$ cat config.mk
export PLATFORM = sky130hd
export DESIGN_NAME = cordic_prerotate
export DESIGN_NICKNAME = d
export VERILOG_FILES = /design/src/rtl/cordic_prerotate.sv
export SDC_FILE = /design/constraint.sdc
export NUM_CORES = 1
export LEC_CHECK = 0
export BUFFER_PORTS_ARGS = -buffer_cell sky130_fd_sc_hd__buf_4
export CAP_MARGIN = 20
export CELL_PAD_IN_SITES_DETAIL_PLACEMENT = 1
export CELL_PAD_IN_SITES_GLOBAL_PLACEMENT = 1
export CORE_MARGIN = 8
export CORE_UTILIZATION = 43
export CTS_CLUSTER_SIZE = 12
export DETAILED_ROUTE_END_ITERATION = 16
export PLACE_DENSITY_LB_ADDON = 0.2
export SETUP_SLACK_MARGIN = 0.3
export SLEW_MARGIN = 10
export SYNTH_ARGS = -nofsm -noshare
export SYNTH_HDL_FRONTEND = slang
export SYNTH_SLANG_ARGS = --single-unit
$ cat constraint.sdc
create_clock -name clk -period 5.6 [get_ports clk]
set_clock_uncertainty 0.15 [all_clocks]
set_input_delay 0.28 -clock clk [delete_from_list [all_inputs] [get_ports clk]]
set_output_delay 0.28 -clock clk [all_outputs]
set_load 0.03 [all_outputs]
$ cat src/rtl/cordic_prerotate.sv
// CORDIC input front end: sign-extends the raw x/y samples, pre-rotates by
// +/-pi/2 into the convergence range, and presents the result behind a
// 2-entry skid buffer so that in_ready comes straight from a flop.
module cordic_prerotate #(
  parameter int   DATA_W  = 18,
  parameter int   XYI     = 19,
  parameter int   ANGLE_W = 32,
  parameter logic MODE    = 1'b0
) (
  input  logic                      clk,
  input  logic                      rst,
  input  logic                      in_valid,
  output logic                      in_ready,
  input  logic signed [DATA_W-1:0]  x_in,
  input  logic signed [DATA_W-1:0]  y_in,
  input  logic signed [ANGLE_W-1:0] z_in,
  output logic                      out_valid,
  input  logic                      out_ready,
  output logic signed [XYI:0]       x_out,
  output logic signed [XYI:0]       y_out,
  output logic signed [ANGLE_W-1:0] z_out,
  output logic [1:0]                quad_out
);

  localparam int XW = XYI + 1;
  localparam logic [ANGLE_W-1:0] HALF_PI = {2'b01, {(ANGLE_W-2){1'b0}}};

  // The datapath needs one guard bit so that negating the most-negative
  // sample cannot overflow.
  generate
    if (XW < DATA_W + 1) begin : g_width_check
      $error("cordic_prerotate: XYI+1 must be at least DATA_W+1");
    end
  endgenerate

  typedef enum logic [1:0] {
    EMPTY = 2'b00,
    ONE   = 2'b01,
    FULL  = 2'b10
  } state_t;

  state_t state_r, state_nxt;

  logic in_ready_r;
  logic out_valid_r;

  logic [XW-1:0]      x_sx_s, y_sx_s;
  logic [XW-1:0]      pre_x_s, pre_y_s;
  logic [ANGLE_W-1:0] pre_z_s;
  logic [1:0]         pre_q_s;

  logic [XW-1:0]      main_x_r, main_y_r, skid_x_r, skid_y_r;
  logic [ANGLE_W-1:0] main_z_r, skid_z_r;
  logic [1:0]         main_q_r, skid_q_r;

  logic acc_s, pop_s;
  logic load_main_s, load_skid_s, move_skid_s;

  assign acc_s = in_valid & in_ready_r;
  assign pop_s = out_valid_r & out_ready;

  // Pre-rotation of the incoming sample, evaluated before it is captured.
  always_comb begin
    x_sx_s  = {{(XW-DATA_W){x_in[DATA_W-1]}}, x_in};
    y_sx_s  = {{(XW-DATA_W){y_in[DATA_W-1]}}, y_in};
    pre_x_s = x_sx_s;
    pre_y_s = y_sx_s;
    pre_z_s = z_in;
    pre_q_s = 2'b00;
    if (MODE == 1'b0) begin
      // Rotation: the two top angle bits give the quadrant of the target.
      case (z_in[ANGLE_W-1 -: 2])
        2'b01: begin
          pre_x_s = -y_sx_s;
          pre_y_s = x_sx_s;
          pre_z_s = z_in - HALF_PI;
          pre_q_s = 2'b01;
        end
        2'b10: begin
          pre_x_s = y_sx_s;
          pre_y_s = -x_sx_s;
          pre_z_s = z_in + HALF_PI;
          pre_q_s = 2'b10;
        end
        default: begin
          pre_x_s = x_sx_s;
          pre_y_s = y_sx_s;
          pre_z_s = z_in;
          pre_q_s = 2'b00;
        end
      endcase
    end else begin
      // Vectoring: only left-half-plane vectors need folding back.
      if (x_sx_s[XW-1]) begin
        if (y_sx_s[XW-1]) begin
          pre_x_s = -y_sx_s;
          pre_y_s = x_sx_s;
          pre_z_s = z_in - HALF_PI;
          pre_q_s = 2'b01;
        end else begin
          pre_x_s = y_sx_s;
          pre_y_s = -x_sx_s;
          pre_z_s = z_in + HALF_PI;
          pre_q_s = 2'b10;
        end
      end else begin
        pre_x_s = x_sx_s;
        pre_y_s = y_sx_s;
        pre_z_s = z_in;
        pre_q_s = 2'b00;
      end
    end
  end

  // Skid-buffer next state and register load strobes.
  always_comb begin
    state_nxt   = state_r;
    load_main_s = 1'b0;
    load_skid_s = 1'b0;
    move_skid_s = 1'b0;
    case (state_r)
      EMPTY: begin
        if (acc_s) begin
          state_nxt   = ONE;
          load_main_s = 1'b1;
        end else begin
          state_nxt = EMPTY;
        end
      end
      ONE: begin
        if (acc_s && !pop_s) begin
          state_nxt   = FULL;
          load_skid_s = 1'b1;
        end else if (acc_s && pop_s) begin
          state_nxt   = ONE;
          load_main_s = 1'b1;
        end else if (pop_s) begin
          state_nxt = EMPTY;
        end else begin
          state_nxt = ONE;
        end
      end
      FULL: begin
        if (pop_s) begin
          state_nxt   = ONE;
          move_skid_s = 1'b1;
        end else begin
          state_nxt = FULL;
        end
      end
      default: begin
        state_nxt = EMPTY;
      end
    endcase
  end

  // Control state plus the registered handshake flags derived from it.
  always_ff @(posedge clk) begin
    if (rst) begin
      state_r     <= EMPTY;
      in_ready_r  <= 1'b1;
      out_valid_r <= 1'b0;
    end else begin
      state_r     <= state_nxt;
      in_ready_r  <= (state_nxt != FULL);
      out_valid_r <= (state_nxt != EMPTY);
    end
  end

  // Main (output) and skid data registers; reset discards buffered words.
  always_ff @(posedge clk) begin
    if (rst) begin
      main_x_r <= '0;
      main_y_r <= '0;
      main_z_r <= '0;
      main_q_r <= 2'b00;
      skid_x_r <= '0;
      skid_y_r <= '0;
      skid_z_r <= '0;
      skid_q_r <= 2'b00;
    end else begin
      if (load_main_s) begin
        main_x_r <= pre_x_s;
        main_y_r <= pre_y_s;
        main_z_r <= pre_z_s;
        main_q_r <= pre_q_s;
      end else if (move_skid_s) begin
        main_x_r <= skid_x_r;
        main_y_r <= skid_y_r;
        main_z_r <= skid_z_r;
        main_q_r <= skid_q_r;
      end
      if (load_skid_s) begin
        skid_x_r <= pre_x_s;
        skid_y_r <= pre_y_s;
        skid_z_r <= pre_z_s;
        skid_q_r <= pre_q_s;
      end
    end
  end

  assign in_ready  = in_ready_r;
  assign out_valid = out_valid_r;
  assign x_out     = main_x_r;
  assign y_out     = main_y_r;
  assign z_out     = main_z_r;
  assign quad_out  = main_q_r;

endmodule

==> summary.txt <==
Status
  • Status: finished clean

Timing
  • Pins Over Slew Limit: 0
  • Final setup vio count: 0
  • Final hold vios: 0
  • Least-Margin Pin Slew: 1.18 ns
  • Min cycle time layout: 2.71 ns
  • Slew Limit Headroom: 21.4%
  • Fmax: 0.369 GHz
  • RSZ-0062 raised after global routing: false
  • Tcrit/Tclk final: 48.4%
  • Setup ws final: 2.89 ns
  • TNS Setup: 0 ns

Global routing
  • Total GRT Usage: 24.5%
  • Initial antenna violation count: 1
  • GRT overflow: 0
  • Vias in the first global route: 7910
  • First-pass GRT wire length: 43000 µm
  • Met3 usage: 5.04%
  • Met2 Use GR: 40.3%
  • Largest net degree at the start of global routing: 83
  • Global routing usage on met1: 31.9%
  • Global route hottest layer: met2

Placement
  • Buffers on Ports: 147
  • Global placer's final weighted congestion: 0.887
  • Detailed placement HPWL: 17300 µm
  • Dpl ws: 2.62 ns

Routing
  • Post-route ant nets: 0
  • Pre-antenna DRT Iters: 5
  • Initial DRC Count: 483
  • Via density: 5.74
  • Wire per inst: 19.9 µm
  • DRC viols: 0
  • WL final: 27200 µm
  • Vias: 7835

Clock tree
  • Total CTS buffers: 17
  • Post-CTS setup buffer count: 0
  • Clock Latency Late Sink: 0.42 ns
  • CTS Buffer Depth: 2
  • Root Driver: clkbuf_16
  • TritonCTS clock tree: done
  • H-tree Lvls: 4
  • Reg clk slew, reported paths: 0.07 ns
  • TritonCTS Sinks: 152

Floorplanning
  • Ports: 148
  • Starting density of the core: 43.5%
  • Die footprint: 0.0218 mm²
  • Total core area: 0.0171 mm²
  • Number of cell rows: 48
  • Die Y-Extent: 148 µm
  • Die X: 148 µm

Power
  • Pwr Density: 339 mW/mm²
  • VDD IR max: 232 µV
  • Leak Pwr: 3.76 nW

Yosys
  • Syn nets: 1085
  • Sequential area share after synthesis: 40.9%
  • Register bit count reported by yosys: 152
  • Post-synth top area cell: dfxtp_1
  • Dominant cells by area after synthesis: dfxtp_1 (41%), nand2_1 (9.6%), a21oi_1 (5.9%), nor2_1 (5.8%), o21ai_0 (5.4%)
  • Share of synthesized flip-flops with an asynchronous set or reset: 0%
  • Synthesized cell area: 0.00744 mm²
  • Synth unique cells: 60
  • Syn. warnings: 0
  • Dominant synthesized flop cell: dfxtp_1
  • Synth Instances: 1006
  • Post-synth EDFFs: 0
  • Synthesized area per cell: 7.40 µm²
  • Synth top area share: 40.9%

Worst hold path
  • Worst Hold Path Cells: 3
  • Worst hold start: y_in[14]
  • Hold path endpoint: y_out[14]
  • Min-Delay Path Class: input port to flop

Critical path
  • CP delay by family, top: compound AO/OA/AOI/OAI gates
  • Flop-to-flop setup slack: 2.89 ns
  • CP startpoint kind: flop
  • Cell count along the critical path: 7
  • Critical Path Max Stage Delay: 0.67 ns
  • Worst EP arrival: 2.88 ns
  • Worst Path Required: 5.77 ns
  • Crit Path Category: flop to flop
  • Cells along the critical path: and2_1 -> ha_1 -> nand2_1 -> a21o_2 -> buf_4 -> nor2_1 -> a311oi_1
  • Worst R2R Path Depth: 7
  • Worst r2r dst: x_out[18]
  • CP endpoint kind: flop
  • Worst r2r src: in_ready
  • Buf/Inv on CP: 1
  • Worst-path fanout max: 45
  • Slowest CP cell: a21o_2

Cells and area
  • Post-layout util: 55.4%
  • Area grow syn2layout: 27.4%
  • Nets: 1204
  • Share of cells above drive strength 1: 17.9%

Run
  • Max cap viols: 0
[worst max-delay path by stage]
stage,start,to
6_report,in_ready,x_out[18]
5_1_grt,out_valid,x_out[18]
4_1_cts,out_valid,x_out[18]
3_5_place_dp,z_in[30],skid_x_r[7]
3_3_place_gp,z_in[30],y_out[10]
2_1_floorplan,z_in[30],skid_x_r[7]
[logic make-up after synthesis]
logic type	synth area share (%)
and+or+nand+nor	27.0
AOI/OAI and AO/OA	22.4
DFF	40.9
buffers and inverters	5.48
muxes	1.80
xor gates and xnor gates	1.29
adders and majority gates	1.18
[layer usage]
metal  vias up  routed length, µm  part of all wire [%]
met3        27               1720                   6.3
met1      3804              12100                    44
met5         -                  0                     0
li1       3750                  -                     -
met4         0                329                   1.2
met2       254              13100                    48
[placed cells by master, fill, tap and decap left out, types with 9 or more instances in the layout]
cell type / instances
a311oi_1: 11
a211oi_1: 16
nor2_1: 115
nand2_1: 190
dlygate4sd3_1: 30
a31oi_1: 12
inv_1: 14
o31ai_1: 9
clkbuf_16: 17
o21ai_0: 81
dfxtp_1: 152
nor3_1: 49
nand3_1: 32
buf_4: 159
mux2i_1: 10
a21oi_1: 86
[cell usage after synthesis (3+ instances only)]
master	n
nor2_1	115
a21boi_0	3
buf_1	12
o21ai_0	81
nand2b_1	7
xnor2_1	8
a22o_1	3
nand3b_1	5
a211oi_1	16
or3_1	8
a221oi_1	4
ha_1	7
o22ai_1	3
xor2_1	3
o31a_1	3
and3_1	4
a21oi_1	87
nand3_1	32
o211ai_1	5
mux2i_1	10
or4_1	5
inv_1	15
nor2b_1	7
dfxtp_1	152
clkbuf_1	73
a221o_1	3
a21o_1	5
o21a_1	3
nor3_1	49
a311oi_1	11
a31oi_1	12
o31ai_1	9
a22oi_1	8
nand2_1	190
and2_1	3
nor4_1	5
nand4_1	4
a222oi_1	3
mux2_2	3
[where the power goes]
part           internal, mW  leakage, nW  total [mW]  switching (mW)
registers              1.19         1.25        1.25          0.0631
clock network         0.708        0.290        1.20           0.488
logic                 0.273         2.22       0.771           0.498
total                  2.17         3.76        3.21            1.05
[per-stage QoR]
stage	cell area, µm²	std cells	total power [mW]	hold slack (ns)
final	9480	1364	3.21	0.0505
after global routing	9480	1364	3.35	0.0638
after CTS	9480	1363	3.22	0.0430
after detailed placement	8570	1301	2.02	0.297
after global placement	8570	1301	2.00	0.289
after floorplan	7440	1006	1.72	0.266
[repair_timing]
| action | in CTS | in global routing |
|---|---|---|
| setup endpoints to repair | 0 | 0 |
| hold buffers | 30 | 0 |
| resized for setup | 0 | 0 |
| endpoints found under the hold margin | 30 | 0 |
[registers in the layout, summed over array words and instances (netlist names)]
signal     count
skid_y_r      20
y_out         20
state_r        2
x_out         20
skid_z_r      32
out_valid      1
skid_q_r       2
quad_out       2
z_out         32
in_ready       1
skid_x_r      20
[layout make-up]
class | instances | area, µm²
clock buffer | 19 | 433
antenna | 1 | 2.50
timing repair buffer | 189 | 1490
sequential | 152 | 3040
clock inverter | 13 | 170
fill | 2145 | 7640
multi-input combinational | 750 | 4000
tap | 225 | 282
inverter | 15 | 56.3
[worst min-delay path, delay by kind of cell]
family	cells	cell delay, ns
buffers and inverters	1	0.14
and+or+nand+nor	1	0.08
AOI/OAI and AO/OA	1	0.08
No activity file was read; power rests on OpenSTA's default activity.
